### config.mk
export PLATFORM = sky130hd
export DESIGN_NAME = trap_ctrl
export DESIGN_NICKNAME = d
export VERILOG_FILES = /design/src/rtl/trap_ctrl_pkg.sv /design/src/rtl/trap_ctrl_mstatus_next.sv /design/src/rtl/trap_ctrl.sv
export SDC_FILE = /design/constraint.sdc
export NUM_CORES = 1
export LEC_CHECK = 0
export CORE_AREA = 10 10 151 153
export DETAILED_ROUTE_END_ITERATION = 6
export DIE_AREA = 0 0 161 163
export GPL_TIMING_DRIVEN = 0
export PLACE_DENSITY = 0.64
export SLEW_MARGIN = 40
export SYNTH_ARGS = -nofsm -noshare
export SYNTH_HDL_FRONTEND = slang
export SYNTH_SLANG_ARGS = --single-unit
### constraint.sdc
create_clock -name clk -period 2.25 [get_ports clk]
set_clock_uncertainty 0.15 [all_clocks]
set_input_delay 0.675 -clock clk [delete_from_list [all_inputs] [get_ports clk]]
set_output_delay 0.675 -clock clk [all_outputs]
set_load 0.05 [all_outputs]
### src/rtl/trap_ctrl_pkg.sv
// Shared types and constants for the machine-mode trap/mret sequencer.
package trap_ctrl_pkg;

    typedef logic [11:0] csr_addr_t;

    typedef enum logic [2:0] {
        IDLE,
        FLUSH,
        WR_MEPC,
        WR_MCAUSE,
        WR_MSTATUS,
        REDIRECT
    } trap_state_t;

    localparam csr_addr_t CSR_MSTATUS = 12'h300;
    localparam csr_addr_t CSR_MTVEC   = 12'h305;
    localparam csr_addr_t CSR_MEPC    = 12'h341;
    localparam csr_addr_t CSR_MCAUSE  = 12'h342;

    localparam int unsigned CAUSE_MISALIGNED_FETCH = 0;
    localparam int unsigned CAUSE_ILLEGAL_INSTR    = 2;
    localparam int unsigned CAUSE_BREAKPOINT       = 3;
    localparam int unsigned CAUSE_ECALL_M          = 11;

    localparam int unsigned MSTATUS_MIE    = 3;
    localparam int unsigned MSTATUS_MPIE   = 7;
    localparam int unsigned MSTATUS_MPP_LO = 11;
    localparam int unsigned MSTATUS_MPP_HI = 12;

endpackage

### src/rtl/trap_ctrl_mstatus_next.sv
// Next mstatus value for trap entry (stack MIE into MPIE, enter M-mode)
// or for mret (pop MPIE into MIE, drop to U-mode).
module mstatus_next
    import trap_ctrl_pkg::*;
#(
    parameter int XLEN = 64
) (
    input  logic [XLEN-1:0] mstatus_i,
    input  logic            is_mret_i,
    output logic [XLEN-1:0] mstatus_o
);

    // Only MIE, MPIE and MPP move; every other bit passes through.
    always_comb begin
        mstatus_o = mstatus_i;
        if (is_mret_i) begin
            mstatus_o[MSTATUS_MIE]                   = mstatus_i[MSTATUS_MPIE];
            mstatus_o[MSTATUS_MPIE]                  = 1'b1;
            mstatus_o[MSTATUS_MPP_HI:MSTATUS_MPP_LO] = 2'b00;
        end else begin
            mstatus_o[MSTATUS_MPIE]                  = mstatus_i[MSTATUS_MIE];
            mstatus_o[MSTATUS_MIE]                   = 1'b0;
            mstatus_o[MSTATUS_MPP_HI:MSTATUS_MPP_LO] = 2'b11;
        end
    end

endmodule

### src/rtl/trap_ctrl.sv
// Trap / mret sequencer: flushes the pipe, writes mepc/mcause/mstatus
// through a single CSR port one per cycle, then redirects fetch.
//
// state      | meaning
// IDLE       | waiting for a request, trap_ready high
// FLUSH      | kill younger in-flight instructions
// WR_MEPC    | write aligned trapping PC to mepc (trap only)
// WR_MCAUSE  | write cause code to mcause (trap only)
// WR_MSTATUS | write updated interrupt-enable stack / privilege
// REDIRECT   | steer fetch to mtvec (trap) or mepc (mret)
module trap_ctrl
    import trap_ctrl_pkg::*;
#(
    parameter int          XLEN        = 64,
    parameter int unsigned ECALL_CAUSE = CAUSE_ECALL_M
) (
    input  logic            clk,
    input  logic            resetn,
    input  logic            trap_valid,
    output logic            trap_ready,
    input  logic            trap_is_exception,
    input  logic            trap_is_ecall,
    input  logic            trap_is_mret,
    input  logic [3:0]      trap_cause,
    input  logic [XLEN-1:0] trap_pc,
    input  logic [XLEN-1:0] mstatus_i,
    input  logic [XLEN-1:0] mtvec_i,
    input  logic [XLEN-1:0] mepc_i,
    output logic            csr_wvalid,
    output csr_addr_t       csr_wa,
    output logic [XLEN-1:0] csr_wd,
    output logic            flush,
    output logic            busy,
    output logic            redirect_valid,
    output logic [XLEN-1:0] redirect_pc
);

    typedef logic [XLEN-1:0] word_t;

    localparam word_t ALIGN_MASK = ~word_t'(3);

    trap_state_t state_q, state_d;
    logic        is_mret_q, is_mret_d;
    logic        is_ecall_q, is_ecall_d;
    logic [3:0]  cause_q, cause_d;
    word_t       pc_q, pc_d;
    word_t       mstatus_upd;
    logic        accept;
    logic        req_trap;

    assign trap_ready = (state_q == IDLE);
    assign accept     = trap_valid && trap_ready;
    // Exception/ecall wins over a simultaneous mret.
    assign req_trap   = trap_is_exception || trap_is_ecall;

    mstatus_next #(
        .XLEN(XLEN)
    ) u_mstatus_next (
        .mstatus_i(mstatus_i),
        .is_mret_i(is_mret_q),
        .mstatus_o(mstatus_upd)
    );

    // State and captured request registers.
    always_ff @(posedge clk or negedge resetn) begin
        if (!resetn) begin
            state_q    <= IDLE;
            is_mret_q  <= 1'b0;
            is_ecall_q <= 1'b0;
            cause_q    <= '0;
            pc_q       <= '0;
        end else begin
            state_q    <= state_d;
            is_mret_q  <= is_mret_d;
            is_ecall_q <= is_ecall_d;
            cause_q    <= cause_d;
            pc_q       <= pc_d;
        end
    end

    // Next-state and request capture; a request with no kind bit is
    // consumed without leaving IDLE.
    always_comb begin
        state_d    = state_q;
        is_mret_d  = is_mret_q;
        is_ecall_d = is_ecall_q;
        cause_d    = cause_q;
        pc_d       = pc_q;
        case (state_q)
            IDLE: begin
                if (accept) begin
                    is_mret_d  = !req_trap && trap_is_mret;
                    is_ecall_d = trap_is_ecall;
                    cause_d    = trap_cause;
                    pc_d       = trap_pc;
                    if (req_trap || trap_is_mret) begin
                        state_d = FLUSH;
                    end
                end
            end
            FLUSH:      state_d = is_mret_q ? WR_MSTATUS : WR_MEPC;
            WR_MEPC:    state_d = WR_MCAUSE;
            WR_MCAUSE:  state_d = WR_MSTATUS;
            WR_MSTATUS: state_d = REDIRECT;
            REDIRECT:   state_d = IDLE;
            default:    state_d = IDLE;
        endcase
    end

    // Per-state outputs; the write bus stays zero whenever it is not valid.
    always_comb begin
        flush          = 1'b0;
        busy           = (state_q != IDLE);
        csr_wvalid     = 1'b0;
        csr_wa         = '0;
        csr_wd         = '0;
        redirect_valid = 1'b0;
        redirect_pc    = '0;
        case (state_q)
            FLUSH: flush = 1'b1;
            WR_MEPC: begin
                csr_wvalid = 1'b1;
                csr_wa     = CSR_MEPC;
                csr_wd     = pc_q & ALIGN_MASK;
            end
            WR_MCAUSE: begin
                csr_wvalid = 1'b1;
                csr_wa     = CSR_MCAUSE;
                csr_wd     = is_ecall_q ? word_t'(ECALL_CAUSE) : word_t'(cause_q);
            end
            WR_MSTATUS: begin
                csr_wvalid = 1'b1;
                csr_wa     = CSR_MSTATUS;
                csr_wd     = mstatus_upd;
            end
            REDIRECT: begin
                redirect_valid = 1'b1;
                redirect_pc    = is_mret_q ? mepc_i : (mtvec_i & ALIGN_MASK);
            end
            default: ;
        endcase
    end

endmodule
==> flow_metrics.py <==
metrics = {
    "pwr": {
        "powerDensity_nw_per_um2": 1200,
        "p_sw_share_pct": 44.9,
        "seqPwrFrac_pct": 18.0,
        "power.switching_mw": 6.14,
        "leakage_nw": 4.69,
        "intPower_mw": 7.54,
        "ir_drop_v": 0.000673,
        "clockPowerShare_pct": 10.3,
        "power.share.combinational_pct": 71.7,
    },
    "floorplanning": {
        "die_area_sq_um": 26200,
        "coreArea_sq_um": 19900,
        "rows": 52,
        "initial_core_util_pct": 22.4,
        "num_io_pins": 411,
        "fp.dieW_um": 161,
        "die_y_um": 163,
    },
    "yosys": {
        "yosysSeqAreaShare_pct": 39.8,
        "synth_xor_area_share_pct": 0,
        "synth_area_sq_um": 4470,
        "syn_avg_cell_area_sq_um": 10.9,
        "netlist_instances": 411,
        "synth_cell_type_count": 29,
        "synth_compound_area_share_pct": 13.3,
        "synth_warnings": 0,
        "synth_seq_cells": 71,
        "synth_top_family_by_area": "multiplexers",
        "synthSimpleGateAreaFrac_pct": 9.55,
        "synth_fa_ha_area_share_pct": 0,
        "synthMuxAreaShare_pct": 31.0,
    },
    "placed_design": {
        "placed_cells": 1085,
        "hpwl_um": 21000,
        "portBuffers": 397,
        "place_congestion": 0.868,
    },
    "route": {
        "drt_wl_total_um": 26600,
        "via_count": 5133,
        "ant_nets": 0,
        "vias_per_cell": 4.52,
        "drtIter0Drc": 163,
        "routedWlPerCell_um": 23.4,
        "drcViolationCount": 0,
        "drtPass1Iterations": 4,
    },
    "cts": {
        "cts_hold_buf": 0,
        "clockBufferDepth": 2,
        "cts_root_buffer": "clkbuf_16",
        "clk_latency_ns": 0.33,
        "htreeDepth": 3,
        "cts_tree": "yes",
        "cts_sinks": 71,
        "cts_buffers": 9,
        "path_clk_slew_ns": 0.06,
    },
    "finish": {
        "syn_to_final_growth_pct": 154,
        "drive_gt1_share_pct": 49.7,
        "final_cell_mix": "clkdlybuf4s50_1 (256), buf_8 (83), buf_6 (74)",
        "fin_util_pct": 57.1,
        "final_cell_count_no_fill": 1135,
        "mostFrequentLayoutCell": "clkdlybuf4s50_1",
        "nets": 1126,
        "layout.filler_cells": 1701,
    },
    "timing": {
        "setup_slack_ns": -0.384,
        "whs_ns": 0.0638,
        "fmax_mhz": 380,
        "layout_min_cycle_time_ns": 2.63,
        "period_share_pct": 117,
        "rsz0062_at_grt": "yes",
        "tns_ns": -41.25,
        "finalMaxSlewViolations": 0,
        "setup_violations": 137,
        "hold_viol": 0,
    },
    "critical_path": {
        "startpoint": "state_q[2]",
        "cpMostUsedCell": "buf_6",
        "rr_worst_depth": 7,
        "path_buf_inv": 4,
        "required_ns": 1.42,
        "r2r_end": "pc_q[19]",
        "critPathLaunchType": "flop",
        "crit_slowest_cell": "dfrtp_2",
        "crit_family": "buffers and inverters",
        "rrSetupSlack_ns": 0.20,
        "cpPeakStageDelay_ns": 0.47,
        "crit_type": "reg -> out",
        "crit_end": "csr_wd[42]",
        "crit_cells": 6,
        "r2r_start": "state_q[0]",
        "crit_arrival_ns": 1.81,
        "critPathMaxFanout": 7,
        "path_cells": "nor3b_4 > buf_12 > buf_6 > clkbuf_16 > a22o_2 > buf_6",
        "cp-end-kind": "primary output",
    },
    "run_status": {
        "violations": "setup timing",
        "status": "finished with violations",
    },
    "global_route": {
        "grt_pass1_vias": 5502,
        "gr-usage-all-layers_pct": 18.7,
        "overflow": 0,
        "grt_max_degree": 42,
        "antenna_found_initial": 1,
        "grt_pass1_wl_um": 37100,
    },
    "flow_run": {
        "max_cap_violations": 0,
    },
    "worst_hold_path": {
        "hp-class": "in -> async",
    },
}
==> flip-flops by register name, summed over array words and instances (netlist names) <==
| register | count |
|---|---|
| is_ecall_q | 1 |
| cause_q | 4 |
| state_q | 3 |
| is_mret_q | 1 |
| pc_q | 62 |
==> metal layers <==
layer | global-route usage (%) | wire (um) | vias to the layer above
met1 | 20.2 | 9900 | 2492
met5 | 0 | 0 | -
li1 | - | - | 2386
met2 | 34.0 | 14100 | 240
met3 | 6.88 | 2260 | 15
met4 | 3.80 | 303 | 0
==> how the worst min path moves through the flow <==
stage                   from    endpoint  slack, ns
floorplan             resetn  cause_q[0]       0.23
global placement    pc_q[22]    pc_q[22]       0.32
detailed placement  pc_q[28]    pc_q[28]       0.33
CTS                   resetn    pc_q[30]       0.07
global route          resetn    pc_q[30]       0.07
finish                resetn    pc_q[30]       0.06
==> final cells by class <==
cell class,count,area [sq um],share of cell area [%]
plain buffers,45,638,5.62
inverters,4,26.3,0.231
repair buffers,435,4960,43.7
multi-input cells,294,3330,29.3
diodes,1,2.50,0.0220
well taps,270,338,2.97
clock inverters,6,62.6,0.551
clock buffers,9,225,1.98
flip-flops and latches,71,1780,15.7
==> per-stage QoR <==
stage	area (sq um)	setup slack (ns)	power [mW]
detailed placement	9220	-1.46	10.1
CTS	10600	-0.404	12.9
global placement	9190	-2.70	10.1
finish	11400	-0.384	13.7
global route	11400	-0.434	14.3
floorplan	4880	-0.221	7.57
==> cells in the mapped netlist (all sizes together) <==
library cell   n  share of area, %
or3b           2              0.39
a211o          1              0.20
mux2i         62                14
o2bb2ai        5              0.98
nor2          67               5.6
nand2b         3              0.42
nor3b          5               1.1
o31a           2              0.39
a22o          57                11
clkbuf        21               1.8
nor4bb         2              0.45
nand3b         2              0.34
inv            4              0.34
nor4b          1              0.53
o32ai          1              0.20
nor2b          1              0.14
dfrtp         71                40
nand2          2              0.17
buf           27               4.2
conb           1             0.084
a21oi          2              0.22
mux2          68                17
or3            1              0.14
o21ai          1              0.11
and3           2              0.28
==> kinds of logic after synthesis <==
kind of cell | Yosys count
AOI/OAI and AO/OA | 69
buffers and inverters | 52
DFF | 71
and+or+nand+nor | 88
other | 1
muxes | 130
==> what timing repair did <==
item | 4_1_cts | 5_1_grt
gates cloned | 9 | 4
resized for setup | 1145 | 146
pin swaps | 26 | 28
buffers inserted | 14 | 13
endpoints found under the setup margin | 168 | 198
==> power by group through the flow <==
stage / logic (mW) / registers [mW] / clock network (mW)
floorplan: 5.31 / 2.26 / 0
global placement: 7.67 / 2.41 / 0
detailed placement: 7.71 / 2.42 / 0
CTS: 9.05 / 2.44 / 1.46
global route: 10.3 / 2.54 / 1.51
finish: 9.81 / 2.46 / 1.41
No activity file was read; power rests on OpenSTA's default activity.
